$ cat src/rtl/cmd_pkg.sv
// Shared definitions for the command dispatcher: opcode and error-code
// constants, FSM state encoding, graphics-state payload layout and a
// unit-opcode decode helper.
package cmd_pkg;

    localparam int unsigned WORD_W = 32;
    localparam int unsigned OP_W   = 8;
    localparam int unsigned LEN_W  = 16;
    localparam int unsigned ERR_W  = 3;

    // Opcodes: units occupy OP_UNIT_BASE .. OP_UNIT_BASE+NUM_UNITS-1
    localparam logic [OP_W-1:0] OP_UNIT_BASE    = 8'h01;
    localparam logic [OP_W-1:0] OP_SET_COLOR    = 8'h10;
    localparam logic [OP_W-1:0] OP_SET_VIEWPORT = 8'h11;

    // Required payload lengths of the state-write opcodes
    localparam logic [LEN_W-1:0] LEN_SET_COLOR    = 16'd1;
    localparam logic [LEN_W-1:0] LEN_SET_VIEWPORT = 16'd4;

    // Error codes reported on err_code
    localparam logic [ERR_W-1:0] ERR_NONE       = 3'd0;
    localparam logic [ERR_W-1:0] ERR_UNKNOWN_OP = 3'd1;
    localparam logic [ERR_W-1:0] ERR_OVERSIZE   = 3'd2;
    localparam logic [ERR_W-1:0] ERR_BAD_LEN    = 3'd3;
    localparam logic [ERR_W-1:0] ERR_TIMEOUT    = 3'd4;

    typedef enum logic [2:0] {
        IDLE     = 3'd0,
        READ     = 3'd1,
        DRAIN    = 3'd2,
        DISPATCH = 3'd3,
        WAIT     = 3'd4
    } state_e;

    // Viewport register layout, xmin in the least significant word
    typedef struct packed {
        logic [WORD_W-1:0] ymax;
        logic [WORD_W-1:0] xmax;
        logic [WORD_W-1:0] ymin;
        logic [WORD_W-1:0] xmin;
    } viewport_t;

    // True when op addresses one of num_units action units
    function automatic logic is_unit_op(input logic [OP_W-1:0] op,
                                        input int unsigned     num_units);
        return (op >= OP_UNIT_BASE) &&
               (32'(op) < (32'(OP_UNIT_BASE) + num_units));
    endfunction

endpackage

$ cat src/rtl/cmd_dispatch_if.sv
// Command word stream between the host command FIFO and the dispatcher.
//   cmd_valid : word valid (host -> dispatcher)
//   cmd_data  : 32-bit command word (host -> dispatcher)
//   cmd_ready : word accepted when valid && ready (dispatcher -> host)
interface cmd_dispatch_if;
    import cmd_pkg::*;

    logic              cmd_valid;
    logic [WORD_W-1:0] cmd_data;
    logic              cmd_ready;

    modport master (output cmd_valid, output cmd_data, input cmd_ready);
    modport slave  (input cmd_valid, input cmd_data, output cmd_ready);

endinterface

$ cat src/rtl/cmd_watchdog.sv
// Done-wait watchdog: counts enabled cycles after a clear and flags
// expire during the TIMEOUT_CYCLES-th enabled cycle.
//   clk, rst_n : clock, async active-low reset
//   clear      : restart the count (asserted the cycle before counting)
//   enable     : count this cycle
//   expire     : registered, high in the last allowed enabled cycle
//                (tied low when TIMEOUT_CYCLES is 0)
module cmd_watchdog #(
    parameter int unsigned TIMEOUT_CYCLES = 65535
) (
    input  logic clk,
    input  logic rst_n,
    input  logic clear,
    input  logic enable,
    output logic expire
);

    localparam int unsigned CNT_W = (TIMEOUT_CYCLES > 0) ? $clog2(TIMEOUT_CYCLES + 1) : 1;
    localparam int unsigned LIMIT = (TIMEOUT_CYCLES > 0) ? TIMEOUT_CYCLES - 1 : 0;

    logic [CNT_W-1:0] count_q, count_d;
    logic             expire_q, expire_d;

    // Expire is registered off the next count, so it lines up with the
    // enabled cycle whose count equals LIMIT.
    always_comb begin
        count_d  = count_q;
        expire_d = 1'b0;
        if (clear) begin
            count_d = '0;
        end else if (enable) begin
            count_d = count_q + CNT_W'(1);
        end
        if ((TIMEOUT_CYCLES != 0) && (clear || enable)) begin
            expire_d = (count_d == CNT_W'(LIMIT));
        end
    end

    always_ff @(posedge clk or negedge rst_n) begin
        if (!rst_n) begin
            count_q  <= '0;
            expire_q <= 1'b0;
        end else begin
            count_q  <= count_d;
            expire_q <= expire_d;
        end
    end

    assign expire = expire_q;

endmodule

$ cat src/rtl/cmd_dispatch.sv
// Command front-end: accepts header + payload words, buffers the payload,
// then starts an action unit or writes graphics-state registers.
//   clk, rst_n    : clock, async active-low reset
//   cmd           : command word stream (slave side)
//   unit_start    : one-hot single-cycle start pulse per unit
//   unit_done     : per-unit completion pulse
//   payload       : buffered payload, word i at [32i+31:32i]
//   payload_len   : length field of the current command
//   current_color : graphics-state colour
//   viewport      : {ymax, xmax, ymin, xmin}
//   busy          : high in any state but IDLE
//   err_valid     : single-cycle error pulse
//   err_code      : last error code, held until the next error
module cmd_dispatch
    import cmd_pkg::*;
#(
    parameter int unsigned MAX_PAYLOAD    = 6,
    parameter int unsigned NUM_UNITS      = 3,
    parameter int unsigned TIMEOUT_CYCLES = 65535
) (
    input  logic                        clk,
    input  logic                        rst_n,
    cmd_dispatch_if.slave               cmd,
    output logic [NUM_UNITS-1:0]        unit_start,
    input  logic [NUM_UNITS-1:0]        unit_done,
    output logic [WORD_W*MAX_PAYLOAD-1:0] payload,
    output logic [LEN_W-1:0]            payload_len,
    output logic [WORD_W-1:0]           current_color,
    output logic [4*WORD_W-1:0]         viewport,
    output logic                        busy,
    output logic                        err_valid,
    output logic [ERR_W-1:0]            err_code
);

    state_e                                 state_q, state_d;
    logic [OP_W-1:0]                        opcode_q, opcode_d;
    logic [LEN_W-1:0]                       length_q, length_d;
    logic [LEN_W-1:0]                       count_q, count_d;
    logic [MAX_PAYLOAD-1:0][WORD_W-1:0]     payload_q, payload_d;
    logic [LEN_W-1:0]                       payload_len_q, payload_len_d;
    logic [WORD_W-1:0]                      color_q, color_d;
    viewport_t                              viewport_q, viewport_d;
    logic [NUM_UNITS-1:0]                   start_q, start_d;
    logic [NUM_UNITS-1:0]                   unit_sel_q, unit_sel_d;
    logic                                   ready_q, ready_d;
    logic                                   busy_q, busy_d;
    logic                                   err_valid_q, err_valid_d;
    logic [ERR_W-1:0]                       err_code_q, err_code_d;

    logic                                   hs_c;
    logic                                   done_hit_c;
    logic                                   wd_clear_c;
    logic                                   wd_enable_c;
    logic                                   wd_expire;

    assign hs_c        = cmd.cmd_valid && ready_q;
    assign done_hit_c  = |(unit_done & unit_sel_q);
    assign wd_clear_c  = (state_q == DISPATCH);
    assign wd_enable_c = (state_q == WAIT);

    cmd_watchdog #(
        .TIMEOUT_CYCLES(TIMEOUT_CYCLES)
    ) u_watchdog (
        .clk   (clk),
        .rst_n (rst_n),
        .clear (wd_clear_c),
        .enable(wd_enable_c),
        .expire(wd_expire)
    );

    // Next-state and registered-output logic
    always_comb begin
        state_d       = state_q;
        opcode_d      = opcode_q;
        length_d      = length_q;
        count_d       = count_q;
        payload_d     = payload_q;
        payload_len_d = payload_len_q;
        color_d       = color_q;
        viewport_d    = viewport_q;
        start_d       = '0;
        unit_sel_d    = unit_sel_q;
        err_valid_d   = 1'b0;
        err_code_d    = err_code_q;

        case (state_q)
            IDLE: begin
                if (hs_c) begin
                    opcode_d      = cmd.cmd_data[31:24];
                    length_d      = cmd.cmd_data[15:0];
                    payload_len_d = cmd.cmd_data[15:0];
                    count_d       = '0;
                    if (cmd.cmd_data[15:0] == '0) begin
                        state_d = DISPATCH;
                        // Zero-length command: start decoded straight from the header
                        if (is_unit_op(cmd.cmd_data[31:24], NUM_UNITS)) begin
                            start_d    = NUM_UNITS'(1) << (cmd.cmd_data[31:24] - OP_UNIT_BASE);
                            unit_sel_d = start_d;
                        end
                    end else if (cmd.cmd_data[15:0] > LEN_W'(MAX_PAYLOAD)) begin
                        state_d = DRAIN;
                    end else begin
                        state_d = READ;
                    end
                end
            end

            READ: begin
                if (hs_c) begin
                    for (int unsigned i = 0; i < MAX_PAYLOAD; i++) begin
                        if (LEN_W'(i) == count_q) begin
                            payload_d[i] = cmd.cmd_data;
                        end
                    end
                    count_d = count_q + LEN_W'(1);
                    if (count_d == length_q) begin
                        state_d = DISPATCH;
                        if (is_unit_op(opcode_q, NUM_UNITS)) begin
                            start_d    = NUM_UNITS'(1) << (opcode_q - OP_UNIT_BASE);
                            unit_sel_d = start_d;
                        end
                    end
                end
            end

            DRAIN: begin
                if (hs_c) begin
                    count_d = count_q + LEN_W'(1);
                    if (count_d == length_q) begin
                        state_d     = IDLE;
                        err_valid_d = 1'b1;
                        err_code_d  = ERR_OVERSIZE;
                    end
                end
            end

            DISPATCH: begin
                state_d = IDLE;
                if (is_unit_op(opcode_q, NUM_UNITS)) begin
                    state_d = WAIT;
                end else if (opcode_q == OP_SET_COLOR) begin
                    if (length_q == LEN_SET_COLOR) begin
                        color_d = payload_q[0];
                    end else begin
                        err_valid_d = 1'b1;
                        err_code_d  = ERR_BAD_LEN;
                    end
                end else if (opcode_q == OP_SET_VIEWPORT) begin
                    if (length_q == LEN_SET_VIEWPORT) begin
                        viewport_d.xmin = payload_q[0];
                        viewport_d.ymin = payload_q[1];
                        viewport_d.xmax = payload_q[2];
                        viewport_d.ymax = payload_q[3];
                    end else begin
                        err_valid_d = 1'b1;
                        err_code_d  = ERR_BAD_LEN;
                    end
                end else begin
                    err_valid_d = 1'b1;
                    err_code_d  = ERR_UNKNOWN_OP;
                end
            end

            WAIT: begin
                // Done takes priority over a simultaneous timeout
                if (done_hit_c) begin
                    state_d = IDLE;
                end else if (wd_expire) begin
                    state_d     = IDLE;
                    err_valid_d = 1'b1;
                    err_code_d  = ERR_TIMEOUT;
                end
            end

            default: begin
                state_d = IDLE;
            end
        endcase

        ready_d = (state_d == IDLE) || (state_d == READ) || (state_d == DRAIN);
        busy_d  = (state_d != IDLE);
    end

    always_ff @(posedge clk or negedge rst_n) begin
        if (!rst_n) begin
            state_q       <= IDLE;
            opcode_q      <= '0;
            length_q      <= '0;
            count_q       <= '0;
            payload_q     <= '0;
            payload_len_q <= '0;
            color_q       <= '0;
            viewport_q    <= '0;
            start_q       <= '0;
            unit_sel_q    <= '0;
            ready_q       <= 1'b0;
            busy_q        <= 1'b0;
            err_valid_q   <= 1'b0;
            err_code_q    <= ERR_NONE;
        end else begin
            state_q       <= state_d;
            opcode_q      <= opcode_d;
            length_q      <= length_d;
            count_q       <= count_d;
            payload_q     <= payload_d;
            payload_len_q <= payload_len_d;
            color_q       <= color_d;
            viewport_q    <= viewport_d;
            start_q       <= start_d;
            unit_sel_q    <= unit_sel_d;
            ready_q       <= ready_d;
            busy_q        <= busy_d;
            err_valid_q   <= err_valid_d;
            err_code_q    <= err_code_d;
        end
    end

    assign cmd.cmd_ready  = ready_q;
    assign unit_start     = start_q;
    assign payload        = payload_q;
    assign payload_len    = payload_len_q;
    assign current_color  = color_q;
    assign viewport       = viewport_q;
    assign busy           = busy_q;
    assign err_valid      = err_valid_q;
    assign err_code       = err_code_q;

endmodule

$ cat src/flat_wrapper.sv
// flat-port wrapper written by rule: the top's interface ports become plain ports
module cmd_dispatch_flat import cmd_pkg::*;
#(
    parameter int unsigned MAX_PAYLOAD    = 6,
    parameter int unsigned NUM_UNITS      = 3,
    parameter int unsigned TIMEOUT_CYCLES = 65535
)
  (clk, rst_n, unit_start, unit_done, payload, payload_len, current_color, viewport, busy, err_valid, err_code, cmd_cmd_valid, cmd_cmd_data, cmd_cmd_ready);
  cmd_dispatch_if cmd_i ();
  input  logic clk;
  input  logic rst_n;
  output logic [NUM_UNITS-1:0] unit_start;
  input  logic [NUM_UNITS-1:0] unit_done;
  output logic [WORD_W*MAX_PAYLOAD-1:0] payload;
  output logic [LEN_W-1:0] payload_len;
  output logic [WORD_W-1:0] current_color;
  output logic [4*WORD_W-1:0] viewport;
  output logic busy;
  output logic err_valid;
  output logic [ERR_W-1:0] err_code;
  input wire logic [$bits(cmd_i.cmd_valid)-1:0] cmd_cmd_valid;
  input wire logic [$bits(cmd_i.cmd_data)-1:0] cmd_cmd_data;
  output wire logic [$bits(cmd_i.cmd_ready)-1:0] cmd_cmd_ready;
  assign cmd_i.cmd_valid = cmd_cmd_valid;
  assign cmd_i.cmd_data = cmd_cmd_data;
  assign cmd_cmd_ready = cmd_i.cmd_ready;
  cmd_dispatch #(.MAX_PAYLOAD(MAX_PAYLOAD), .NUM_UNITS(NUM_UNITS), .TIMEOUT_CYCLES(TIMEOUT_CYCLES)) u_core (.clk(clk), .rst_n(rst_n), .cmd(cmd_i), .unit_start(unit_start), .unit_done(unit_done), .payload(payload), .payload_len(payload_len), .current_color(current_color), .viewport(viewport), .busy(busy), .err_valid(err_valid), .err_code(err_code));
endmodule
$ cat config.mk
export PLATFORM = sky130hd
export DESIGN_NAME = cmd_dispatch_flat
export DESIGN_NICKNAME = d
export VERILOG_FILES = /design/src/rtl/cmd_pkg.sv /design/src/rtl/cmd_dispatch_if.sv /design/src/rtl/cmd_watchdog.sv /design/src/rtl/cmd_dispatch.sv /design/src/flat_wrapper.sv
export SDC_FILE = /design/constraint.sdc
export NUM_CORES = 1
export LEC_CHECK = 0
export ABC_AREA = 1
export CELL_PAD_IN_SITES_DETAIL_PLACEMENT = 0
export CELL_PAD_IN_SITES_GLOBAL_PLACEMENT = 1
export CORE_AREA = 2 2 209 211
export DETAILED_ROUTE_END_ITERATION = 12
export DIE_AREA = 0 0 211 213
export GPL_TIMING_DRIVEN = 1
export PLACE_DENSITY = 0.93
export SKIP_CTS_REPAIR_TIMING = 1
export SLEW_MARGIN = 15
export SYNTH_ARGS = -nofsm -noshare
export SYNTH_HDL_FRONTEND = slang
export SYNTH_SLANG_ARGS = --single-unit
export TNS_END_PERCENT = 1
$ cat constraint.sdc
create_clock -name clk -period 5.2 [get_ports clk]
set_clock_uncertainty 0.15 [all_clocks]
set_input_delay 0.78 -clock clk [delete_from_list [all_inputs] [get_ports clk]]
set_output_delay 0.78 -clock clk [all_outputs]
set_load 0.05 [all_outputs]
After elaboration in Yosys (flattened, before gate mapping)
Cells that the tools add are included.
{"block": "totals", "word_cells": 147, "register_bits": 424, "output_inout_bits": 377}
{"block": "op_classes", "n_addsub": 4, "shifts": 2, "n_eq_ne": 31, "muxes": 51, "reduce_logical": 28, "n_lt_le_gt_ge": 5, "n_bitwise": 3}
{"operator": "3-bit two-way mux", "count": 30}
{"operator": "16-bit two-way mux", "count": 4}
{"operator": "16-bit by 1-bit adder with 16-bit output, second input constant", "count": 2}
{"operator": "2-bit by 16-bit == test with 1-bit output, first input constant", "count": 2}
{"operator": "3-bit by 16-bit == test with 1-bit output, first input constant", "count": 2}
{"operator": "16-bit zero test", "count": 2}
{"operator": "16-bit one-hot mux with 2 select lines", "count": 1}
{"operator": "3-bit AND reduction", "count": 7}
{"operator": "2-bit by 1-bit != test with 1-bit output, second input constant", "count": 10}
{"operator": "1-bit by 16-bit == test with 1-bit output, first input constant", "count": 1}
{"operator": "16-bit by 1-bit == test with 1-bit output, second input constant", "count": 1}
{"operator": "16-bit == test", "count": 1}
{"operator": "16-bit == test, second input constant", "count": 1}
{"operator": "16-bit by 3-bit == test with 1-bit output, second input constant", "count": 1}
{"operator": "8-bit by 5-bit == test with 1-bit output, second input constant", "count": 2}
{"operator": "8-bit by 1-bit >= comparator with 1-bit output, second input constant", "count": 2}
{"operator": "16-bit by 3-bit > comparator with 1-bit output, second input constant", "count": 1}
{"operator": "8-bit by 3-bit < comparator with 1-bit output, second input constant", "count": 2}
{"operator": "1-bit by 8-bit left shift with 3-bit output, first input constant", "count": 2}
{"operator": "8-bit by 1-bit subtractor with 8-bit output, second input constant", "count": 2}
{"operator": "3-bit one-hot mux with 5 select lines", "count": 1}
{"operator": "3-bit one-hot mux with 2 select lines", "count": 2}
{"operator": "1-bit two-way mux", "count": 10}
{"operator": "3-bit by 2-bit == test with 1-bit output, second input constant", "count": 3}
{"operator": "other kinds (22)", "count": 32}

Depth between registers and ports, before layout
Gate-level depths: netlist of the first run.
{"block": "logic_depth", "depth_word": 8, "depth_mapped": 17, "mapped_depth_nobuf": 17}

Cells and area by module
From an unflattened synthesis of the first run, not the netlist that was laid out.
{"block": "unflattened", "cells_unflattened": 1981, "area_unflattened_um2": 17659.4}
{"mod": "cmd_dispatch", "seq_area_each_um2": 10184.8, "area_each_um2": 16605.9, "cells_each": 1846, "n_inst": 1}
{"mod": "cmd_watchdog", "seq_area_each_um2": 425.4, "area_each_um2": 1053.5, "cells_each": 135, "n_inst": 1}

Worst setup path after synthesis of the first run
OpenSTA, ideal clock, no wires.
{"block": "synth_timing", "kind": "in2reg", "start": "input port cmd_cmd_data[24]", "end": "register u_core.unit_sel_q[0]", "required_ps": 4988, "setup_ps": 62, "stages": 12, "t_arrival_ps": 2088, "path_slack_ps": 2900, "cell_sequence": "inv_1 > clkbuf_1 > ha_1 > nand2_1 > xor2_1 > nor2_1 > nand2_1 > nor4_1 > nor2_1 > nand2_1 > nand2_1 > inv_1"}
{"block": "synth_between", "elab_chain_len": 6}
{"item": "start, declared", "line": "flat_wrapper.sv:22", "rtl": "input wire logic [$bits(cmd_i.cmd_data)-1:0] cmd_cmd_data;"}
{"item": "8-bit by 1-bit subtractor with 8-bit output", "line": "cmd_dispatch.sv:97", "rtl": "start_d = NUM_UNITS'(1) << (cmd.cmd_data[31:24] - OP_UNIT_BASE);"}
{"item": "1-bit by 8-bit left shift with 3-bit output", "line": "cmd_dispatch.sv:97"}
{"item": "3-bit two-way mux", "line": "cmd_dispatch.sv:96", "rtl": "if (is_unit_op(cmd.cmd_data[31:24], NUM_UNITS)) begin"}
{"item": "3-bit two-way mux", "line": "cmd_dispatch.sv:93", "rtl": "if (cmd.cmd_data[15:0] == '0) begin"}
{"item": "3-bit two-way mux", "line": "cmd_dispatch.sv:88", "rtl": "if (hs_c) begin"}
{"item": "3-bit one-hot mux with 2 select lines", "line": "cmd_dispatch.sv:86", "rtl": "case (state_q)"}
{"item": "end signal, assigned", "line": "cmd_dispatch.sv:210", "rtl": "unit_sel_q <= unit_sel_d;"}
{"item": "end, declared", "line": "cmd_dispatch.sv:44", "rtl": "logic [NUM_UNITS-1:0] unit_sel_q, unit_sel_d;"}
Several ways; a longest one is shown, not always the timed one. The select of a mux whose other input is x is not followed.
A chain may end at the register's enable or synchronous reset.

Worst setup path in the final report of the first run
{"block": "layout_timing", "start": "register u_core.state_q[1]", "end": "register u_core.viewport_q (netlist bit u_core.viewport[62])"}
{"block": "layout_between", "elab_chain_len": 2}
{"item": "start, declared", "line": "cmd_dispatch.sv:35", "rtl": "state_e state_q, state_d;"}
{"item": "start signal, assigned", "line": "cmd_dispatch.sv:201", "rtl": "state_q <= state_d;"}
{"item": "3-bit by 2-bit == test with 1-bit output", "line": "cmd_dispatch.sv:86"}
{"item": "5-bit AND reduction (no source line)"}
{"item": "end signal, assigned", "line": "cmd_dispatch.sv:208", "rtl": "viewport_q <= viewport_d;"}
{"item": "end, declared", "line": "cmd_dispatch.sv:42", "rtl": "viewport_t viewport_q, viewport_d;"}
No other way between the ends.

==> flow_summary_export.csv, run 1 <==
group,metric,value,unit
job,cap_viol_max_count,0,
logic_synthesis,seq_area_frac_synth,0.616,
logic_synthesis,synth_compound_area_frac,0.0984,
grt,grt_pass1_wl,85.3,mm
layout,drive_gt1_frac,0.104,
cts,ctsLongestPathBuffers,3,
grt,overflow,0,
layout,fillers,3658,
worst_setup_path,cp_max_fo,72,
worst_setup_path,start_kind,"flip-flop",
power,power_frac_comb,0.140,
placement,detailed_place_hpwl,40.4,mm
sta,fin_crit,3.42,ns
worst_setup_path,rr_endpoint,"u_core.viewport[62]$_DFFE_PN0P_",
power,switching_share,0.287,
power,finalPower,8.33,mW
logic_synthesis,synthAdderAreaFrac,0.00726,
sta,max_slew_margin,0.248,
layout,seq_area,10600,um2
floorplan,initial_core_util,0.404,
grt,track_usage,0.250,
placement,numPortBuffers,414,
sta,finalHoldViolations,0,
route,via_per_inst,5.23,
outcome,status,"finished clean",
floorplan,io_pins,415,
worst_setup_path,endpoint_kind,"flip-flop",
sta,finalMaxSlewViolations,0,
grt,antenna_found_initial,1,
floorplan,num_rows,76,
route,drt_pre_antenna_iters,5,
power,p_seq_frac,0.434,
worst_setup_path,r2r_setup_slack,1.78,ns
route,wirelength,56.2,mm
power,pwr-share-clk,0.426,
min_path,hp-class,"input pin to asynchronous set/reset pin",
logic_synthesis,ys_ff_latch,424,
sta,tns,0,ns
logic_synthesis,synth_mux_area_frac,0.0627,
sta,setup-violations-final,0,
logic_synthesis,synth_top_family_by_area,"simple AND/OR/NAND/NOR gates",
sta,timing.fmax,0.293,GHz
cts,clock_sinks,424,
logic_synthesis,synth.distinct_cells,42,
cts,cts_buffers,46,
cts,cts_max_level,2,
power,p_sw,2.39,mW
floorplan,die_w,211,um
logic_synthesis,netlist_area,17200,um2
logic_synthesis,yosysWarningCount,0,
sta,worst_slew_pin_slew,1.13,ns
power,ir_worst_vdd,223,uV
route,drc,0,
grt,grt_max_degree,108,
layout,multiInputGateArea,5780,um2
route,antenna_left,0,
logic_synthesis,synthSimpleGateAreaFrac,0.157,
worst_setup_path,rr_worst_depth,7,
worst_setup_path,critical_path_class,"flip-flop to flip-flop",
power,leakage,10.7,nW
logic_synthesis,syn_nets,1782,
floorplan,die_h,213,um
cts,clk_latency,0.59,ns
cts,path_clk_slew,0.06,ns
worst_setup_path,worstReg2RegStart,"u_core.state_q[1]$_DFF_PN0_",
layout,area_delta_synth_final,37.0,%
power,p_int,5.94,mW
placement,gp_congestion,0.911,
sta,hold_ws,0.102,ns
route,drt-initial-drc-count,1160,
logic_synthesis,synth_xor_area_frac,0.00821,
floorplan,die-area,44900,um2
worst_setup_path,critPathRequiredTime,5.52,ns
logic_synthesis,synthCells,1734,
route,via_count,14300,
layout,diodes,0,
cts,root_buffer,"clkbuf_16",
layout,nets,2191,
cts,cts_tree,"built",
power,power_density,353,nW/um2
logic_synthesis,synth.avg_cell_area,9.94,um2
grt,grt_pass1_vias,14100,
worst_setup_path,crit_arrival,3.74,ns
route,wl_per_cell,20.6,um
sta,rsz0062_at_grt,"false",
floorplan,core,42700,um2
sta,post-route-period-util,0.657,
area by class of cell:
cell class / count / area share
clock buffers: 63 / 0.0557
clock inverters: 23 / 0.0149
flip-flops and latches: 424 / 0.449
multi-input cells: 1089 / 0.245
well taps: 546 / 0.0289
inverters: 152 / 0.0242
repair buffers: 430 / 0.182
worst max path at each step:
stage | slack, ns | cells past startpoint | endpoint | startpoint
6_report | 1.78 | 7 | u_core.viewport[62]$_DFFE_PN0P_ | u_core.state_q[1]$_DFF_PN0_
5_1_grt | 1.63 | 9 | u_core.viewport[43]$_DFFE_PN0P_ | u_core.opcode_q[0]$_DFFE_PN0P_
4_1_cts | 1.85 | 7 | u_core.viewport[40]$_DFFE_PN0P_ | u_core.state_q[1]$_DFF_PN0_
3_5_place_dp | 1.85 | 7 | u_core.viewport[40]$_DFFE_PN0P_ | u_core.state_q[1]$_DFF_PN0_
3_3_place_gp | 1.91 | 7 | u_core.viewport[38]$_DFFE_PN0P_ | u_core.state_q[1]$_DFF_PN0_
2_1_floorplan | 2.90 | 12 | u_core.unit_sel_q[0]$_DFFE_PN0P_ | cmd_cmd_data[24]
stage by stage:
step                      cell area (um2)  utilization  setup WS (ns)  std cells
after global placement              21900        0.514           1.91       2641
after CTS                           23600        0.553           1.85       2727
after global routing                23600        0.553           1.63       2727
after floorplan                     17200            -           2.90       1734
final                               23600        0.553           1.78       2727
after detailed placement            21900        0.514           1.85       2641
cell usage after synthesis:
master     count  area [um2]
ha_1          10         125
inv_1        146         548
o21ai_0      295        1480
nor3b_1        3        22.5
nor2_2         7        43.8
clkbuf_1      57         214
nor4_1         9        56.3
a31oi_1        1        6.26
nand4_2        1        12.5
buf_1          1        3.75
nand4_1       15        93.8
buf_2          6        30.0
inv_2          4        15.0
a21oi_1       11        55.1
nor3_1        25         125
o31ai_1        2        15.0
nor2_1        65         244
a32o_1         1        10.0
a31o_2         1        8.76
nand3b_1       4        30.0
nand2_2        7        43.8
o21bai_1       2        15.0
nand3_2        4        40.0
clkinv_1       2        7.51
o2111ai_1      1        8.76
nand3_1       71         355
o21ai_1        3        15.0
xor2_1         6        52.6
xnor2_1        5        43.8
xnor3_1        2        45.0
mux2_2        96        1080
o211ai_1       1        7.51
o22ai_1       11        68.8
or2_2          3        18.8
buf_4          1        7.51
buf_6          4        45.0
or2_1          1        6.26
nand2_1      421        1580
and3_1         2        12.5
nor2_4         2        22.5
dfrtp_1      424       10600
a22o_1         1        8.76
flip-flops by register name (all words and copies together), names as in the netlist:
| register | count |
|---|---|
| u_core.viewport | 128 |
| u_core.length_q | 16 |
| u_core.err_valid | 1 |
| u_core.unit_sel_q | 3 |
| u_core.state_q | 3 |
| u_core.u_watchdog.expire | 1 |
| u_core.opcode_q | 8 |
| u_core.payload | 192 |
| u_core.count_q | 16 |
| u_core.u_watchdog.count_q | 16 |
| u_core.current_color | 32 |
| u_core.unit_start | 3 |
| u_core.err_code | 3 |
| u_core.cmd.cmd_ready | 1 |
| u_core.busy | 1 |
cell families after synthesis:
family                     Yosys count
muxes                               96
AOI/OAI and AO/OA                  330
and+or+nand+nor                    640
adders and majority gates           10
DFF                                424
xor gates and xnor gates            13
buffers and inverters              221
layout by cell type (no fill, tap or decap), types with 4 or more instances in the layout:
master / Yosys / final
dfrtp_1: 424 / 424
mux2_2: 96 / 96
clkbuf_16: 0 / 46
nor2_2: 7 / 7
nand3_1: 71 / 70
a21oi_1: 11 / 11
nand4_1: 15 / 15
o21ai_0: 295 / 295
xor2_1: 6 / 6
clkdlybuf4s50_1: 0 / 413
xnor2_1: 5 / 5
clkinv_2: 0 / 8
nor4_1: 9 / 9
inv_2: 4 / 4
buf_4: 1 / 13
nand3b_1: 4 / 4
nor2_1: 65 / 65
clkbuf_8: 0 / 10
ha_1: 10 / 10
clkbuf_1: 57 / 7
nand3_2: 4 / 4
nand2_2: 7 / 12
nand2_1: 421 / 416
o22ai_1: 11 / 11
inv_1: 146 / 146
nor3_1: 25 / 25
bufinv_16: 0 / 7
worst max-delay path: stages (launching register included):
cell	delay (ns)
dfrtp_1	0.39
nand2_1	0.10
nor2_2	0.31
inv_1	0.35
nor2_2	0.32
nand3_4	0.69
buf_12	0.51
mux2_2	0.33
routing by layer:
metal | wire length [um] | GRT usage | vias to the layer above
met1 | 24100 | 0.336 | 7038
li1 | - | - | 6533
met4 | 2350 | 0.106 | 0
met5 | 0 | 0 | -
met2 | 25800 | 0.395 | 563
met3 | 3910 | 0.0538 | 118
power by group through the flow:
stage | Sequential [mW] | Clock, mW | Combinational (mW)
after global routing | 3.63 | 3.74 | 1.29
after CTS | 3.61 | 3.61 | 1.17
after detailed placement | 3.67 | 0 | 1.17
after floorplan | 3.82 | 0 | 0.537
final | 3.61 | 3.55 | 1.17
after global placement | 3.67 | 0 | 1.15
Note: power is estimated with default switching activity, not from simulation.
==> inputs of run 2 (changes only) <==
- CORE_AREA: 2 2 209 211 -> 2 2 216 218
- DIE_AREA: 0 0 211 213 -> 0 0 218 220
- PLACE_DENSITY: 0.93 -> 0.88
- clock period: 5.2 -> 3.4 ns (I/O delays scaled with it)
==> flow_summary_export.csv, run 2 (same netlist as run 1, synthesis figures left out) <==
group,metric,value,unit
route,antenna_left,0,
power,leakage,10.7,nW
sta,max_slew_margin,0.452,
sta,fin_crit,2.73,ns
sta,finalMaxSlewViolations,0,
worst_setup_path,critical_path.max_stage_delay,0.46,ns
power,ir_worst_vdd,319,uV
cts,clk_latency,0.58,ns
layout,area_delta_synth_final,37.3,%
job,cap_viol_max_count,0,
route,via_per_inst,5.10,
sta,post-route-period-util,0.803,
min_path,hp-start,"u_core.viewport[17]$_DFFE_PN0P_",
cts,path_clk_slew,0.06,ns
min_path,min_to,"u_core.viewport[17]$_DFFE_PN0P_",
cts,cts_max_level,2,
route,drc,0,
grt,grt_pass1_wl,84.6,mm
grt,grt_pass1_vias,13900,
layout,largest_reg_flops,192,
layout,final_common_cell,"dfrtp_1",
grt,antenna_found_initial,2,
sta,tns,0,ns
route,drt_pre_antenna_iters,5,
sta,rsz0062_at_grt,"false",
cts,cts_buffers,45,
floorplan,die_w,218,um
worst_setup_path,worstReg2RegStart,"u_core.opcode_q[0]$_DFFE_PN0P_",
worst_setup_path,cp_slowest_cell,"dfrtp_1",
worst_setup_path,cp_top_family,"buffers and inverters",
min_path,hold_path_depth,2,
placement,numPortBuffers,414,
worst_setup_path,rr_worst_depth,9,
worst_setup_path,r2r_setup_slack,0.67,ns
placement,detailed_place_hpwl,39.9,mm
route,wirelength,55.8,mm
worst_setup_path,start_kind,"flip-flop",
worst_setup_path,endpoint_kind,"flip-flop",
worst_setup_path,crit_arrival,3.04,ns
worst_setup_path,critPathRequiredTime,3.71,ns
sta,timing.fmax,0.366,GHz
power,power_density,516,nW/um2
route,wl_per_cell,20.0,um
cts,clock_sinks,424,
sta,setup-violations-final,0,
min_path,hp-class,"flip-flop to flip-flop",
worst_setup_path,crit_buf_inv,3,
floorplan,num_rows,79,
layout,final_cell_mix,"dfrtp_1, nand2_1, clkdlybuf4s50_1, o21ai_0, inv_1",
route,drt-initial-drc-count,1139,
worst_setup_path,critical_path_class,"flip-flop to flip-flop",
power,finalPower,12.2,mW
sta,finalHoldViolations,0,
grt,grt_max_degree,98,
grt,track_usage,0.232,
worst_setup_path,rr_endpoint,"u_core.viewport[107]$_DFFE_PN0P_",
cts,cts_tree,"built",
layout,nets,2207,
worst_setup_path,cp_max_fo,92,
floorplan,die_h,220,um
sta,worst_slew_pin_slew,0.822,ns
floorplan,core,45900,um2
grt,overflow,0,
cts,root_buffer,"clkbuf_16",
placement,gp_congestion,0.912,
worst_setup_path,critical-path-top-cell-by-count,"inv_1",
floorplan,io_pins,415,
outcome,status,"finished clean",
route,via_count,14200,
layout,diodes,0,
worst_setup_path,crit_chain,"inv_1 > ha_1 > nand2_1 > o21ai_1 > inv_1 > nor2_2 > nand3_4 > buf_12 > mux2_2",
floorplan,initial_core_util,0.376,
layout,drive_gt1_frac,0.105,
floorplan,die-area,48000,um2
cts,ctsLongestPathBuffers,3,
[run 2: tightest hold or removal path: cells and delay by family, from the launching register on]
family | cells | cell delay [ns]
AOI/OAI and AO/OA | 1 | 0.06
DFF | 1 | 0.34
and+or+nand+nor | 1 | 0.05
[run 2: where the power goes]
part / total [mW] / internal, mW / switching (mW)
Sequential: 5.53 / 5.23 / 0.298
Combinational: 1.81 / 0.593 / 1.21
Clock: 4.87 / 2.84 / 2.03
Total: 12.2 / 8.66 / 3.54
[run 2: layer usage]
| metal | global-route usage | part of all wire | wire length (um) |
|---|---|---|---|
| met2 | 0.387 | 0.48 | 26700 |
| met4 | 0.0714 | 0.027 | 1530 |
| met1 | 0.297 | 0.42 | 23400 |
| met3 | 0.0562 | 0.075 | 4170 |
| met5 | 0 | 0.00023 | 13 |
[run 2: worst max path at each step]
stage	slack, ns	start	to	cells past startpoint
2_1_floorplan	1.24	u_core.length_q[8]$_DFFE_PN0P_	u_core.viewport[127]$_DFFE_PN0P_	7
3_3_place_gp	0.65	cmd_cmd_data[24]	u_core.unit_sel_q[0]$_DFFE_PN0P_	12
6_report	0.67	u_core.opcode_q[0]$_DFFE_PN0P_	u_core.viewport[107]$_DFFE_PN0P_	9
5_1_grt	0.51	u_core.opcode_q[0]$_DFFE_PN0P_	u_core.current_color[18]$_DFFE_PN0P_	10
3_5_place_dp	0.60	cmd_cmd_data[24]	u_core.unit_sel_q[0]$_DFFE_PN0P_	12
4_1_cts	0.75	u_core.opcode_q[0]$_DFFE_PN0P_	u_core.current_color[4]$_DFFE_PN0P_	10
[run 2: cell type report]
cell class / instances / area, um2
clock inverters: 13 / 175
flip-flops and latches: 424 / 10600
clock buffers: 61 / 1270
inverters: 152 / 571
well taps: 607 / 759
repair buffers: 447 / 4500
fillers: 4153 / 22200
multi-input cells: 1089 / 5780
[run 2: per-stage QoR]
stage / hold WS [ns] / instance area, um2 / setup WS (ns) / cells / util
after floorplan: 0.0644 / 17200 / 1.24 / 1734 / -
after global placement: 0.315 / 22200 / 0.652 / 2718 / 0.484
after detailed placement: 0.322 / 22200 / 0.600 / 2718 / 0.484
after CTS: -0.157 / 23600 / 0.751 / 2792 / 0.516
after global routing: 0.352 / 23700 / 0.506 / 2793 / 0.516
final: 0.330 / 23700 / 0.670 / 2793 / 0.516
==> inputs of run 3 (changes only) <==
- CORE_AREA: 2 2 216 218 -> 2 2 229 231
- DIE_AREA: 0 0 218 220 -> 0 0 231 233
- PLACE_DENSITY: 0.88 -> 0.83
- clock period: 3.4 -> 2.45 ns (I/O delays scaled with it)
==> flow_summary_export.csv, run 3 (same netlist as run 1, synthesis figures left out) <==
group,metric,value,unit
outcome,status,"finished clean",
route,via_per_inst,4.91,
worst_setup_path,critical_path.max_stage_delay,0.45,ns
worst_setup_path,r2r_setup_slack,0.05,ns
floorplan,initial_core_util,0.337,
cts,cts_max_level,2,
layout,largest_reg_flops,192,
cts,ctsLongestPathBuffers,3,
grt,grt_pass1_vias,14100,
worst_setup_path,crit_chain,"nor4_2 > nand4_1 > nor2_2 > nand2_2 > buf_12 > o21ai_0",
placement,numPortBuffers,414,
power,ir_worst_vdd,506,uV
floorplan,die_w,231,um
min_path,hp-class,"input pin to asynchronous set/reset pin",
grt,antenna_found_initial,2,
worst_setup_path,cp_top_family,"simple AND/OR/NAND/NOR gates",
floorplan,die-area,53800,um2
worst_setup_path,endpoint_kind,"flip-flop",
route,wirelength,56.3,mm
floorplan,core,51100,um2
cts,clock_sinks,424,
sta,post-route-period-util,0.981,
grt,grt_max_degree,87,
cts,clk_latency,0.57,ns
power,finalPower,17.8,mW
cts,cts_buffers,47,
worst_setup_path,crit_arrival,2.72,ns
placement,gp_congestion,0.898,
route,via_count,14300,
sta,setup-violations-final,0,
cts,cts_tree,"built",
job,cap_viol_max_count,0,
layout,final_cell_mix,"dfrtp_1, nand2_1, clkdlybuf4s50_1, o21ai_0, inv_1",
worst_setup_path,cp_max_fo,40,
placement,placed_area,22600,um2
route,drt-initial-drc-count,897,
sta,timing.fmax,0.416,GHz
layout,drive_gt1_frac,0.137,
worst_setup_path,start_kind,"flip-flop",
sta,hold_ws,0.148,ns
route,drc,0,
worst_setup_path,path_depth,6,
route,drt_pre_antenna_iters,6,
route,wl_per_cell,19.3,um
worst_setup_path,cp-startpoint,"u_core.count_q[4]$_DFFE_PN0P_",
sta,fin_crit,2.40,ns
cts,root_buffer,"clkbuf_16",
sta,rsz0062_at_grt,"true",
sta,worst_slack,0.0466,ns
sta,worst_slew_pin_slew,0.628,ns
layout,diodes,0,
floorplan,io_pins,415,
power,leakage,11.2,nW
floorplan,die_h,233,um
sta,max_slew_margin,0.581,
cts,path_clk_slew,0.06,ns
grt,track_usage,0.207,
layout,fin_area,24500,um2
layout,nets,2247,
worst_setup_path,rr_endpoint,"u_core.payload[176]$_DFFE_PN0P_",
worst_setup_path,crit_buf_inv,1,
sta,tns,0,ns
placement,detailed_place_hpwl,40.3,mm
floorplan,num_rows,83,
grt,grt_pass1_wl,85.2,mm
layout,multiInputGateArea,5910,um2
layout,final_common_cell,"dfrtp_1",
worst_setup_path,critical_path_class,"flip-flop to flip-flop",
worst_setup_path,worstReg2RegStart,"u_core.count_q[4]$_DFFE_PN0P_",
layout,seq_area,10600,um2
power,power_density,728,nW/um2
route,antenna_left,0,
sta,finalMaxSlewViolations,0,
placement,pre_cts_ws,-0.215,ns
worst_setup_path,rr_worst_depth,6,
sta,finalHoldViolations,0,
worst_setup_path,cp_slowest_cell,"dfrtp_1",
grt,overflow,0,
worst_setup_path,critPathRequiredTime,2.77,ns
layout,area_delta_synth_final,42.0,%
layout,fillers,4787,
==> run 3: cell types whose count changed in the layout (fill, tap and decap cells not counted), moves of 6 or more <==
cell,change
buf_12,+7
buf_4,+29
clkbuf_8,+6
clkdlybuf4s50_1,-9
dlymetal6s2s_1,+9
nand2_1,-6
nor2_1,-6
nor2_4,+6
==> run 3: per-layer routing <==
metal,global-route usage,wire length [um],up-vias,share of wire
met1,0.259,23200,7054,0.41
met5,0,13,-,0.00023
met4,0.103,2880,2,0.051
met2,0.334,26300,504,0.47
li1,-,-,6629,-
met3,0.0493,3840,141,0.068
==> run 3: stage by stage <==
| stage | cells | util |
|---|---|---|
| 6_report | 2916 | 0.479 |
| 5_1_grt | 2916 | 0.479 |
| 4_1_cts | 2912 | 0.475 |
| 3_5_place_dp | 2826 | 0.443 |
| 3_3_place_gp | 2826 | 0.443 |
| 2_1_floorplan | 1734 | - |
==> run 3: layout make-up <==
type / instances / share of cell area
Clock buffer: 71 / 0.0583
Inverter: 152 / 0.0235
Clock inverter: 15 / 0.00787
Timing Repair Buffer: 485 / 0.200
Sequential cell: 424 / 0.434
Multi-Input combinational cell: 1089 / 0.242
Tap cell: 680 / 0.0348
==> run 3: worst max-delay path by stage <==
| stage | end | slack (ns) |
|---|---|---|
| floorplan | u_core.viewport[127]$_DFFE_PN0P_ | 0.29 |
| global placement | u_core.unit_sel_q[2]$_DFFE_PN0P_ | -0.09 |
| detailed placement | u_core.unit_sel_q[0]$_DFFE_PN0P_ | -0.22 |
| CTS | payload_len[3] | -0.08 |
| global route | u_core.busy$_DFF_PN0_ | -0.08 |
| finish | u_core.payload[176]$_DFFE_PN0P_ | 0.05 |
==> run 3: worst register-to-register path: stages, from the launching register on <==
cell and delay, ns:
dfrtp_1 0.45, nor4_2 0.43, nand4_1 0.32, nor2_2 0.24, nand2_2 0.19, buf_12 0.23, o21ai_0 0.29
==> run 3: where the power goes <==
| group | leakage, nW | switching (mW) | total [mW] | internal [mW] |
|---|---|---|---|---|
| sequential | 5.84 | 0.353 | 7.62 | 7.26 |
| combinational | 4.55 | 1.87 | 2.86 | 0.996 |
| clock | 0.802 | 2.91 | 7.35 | 4.44 |
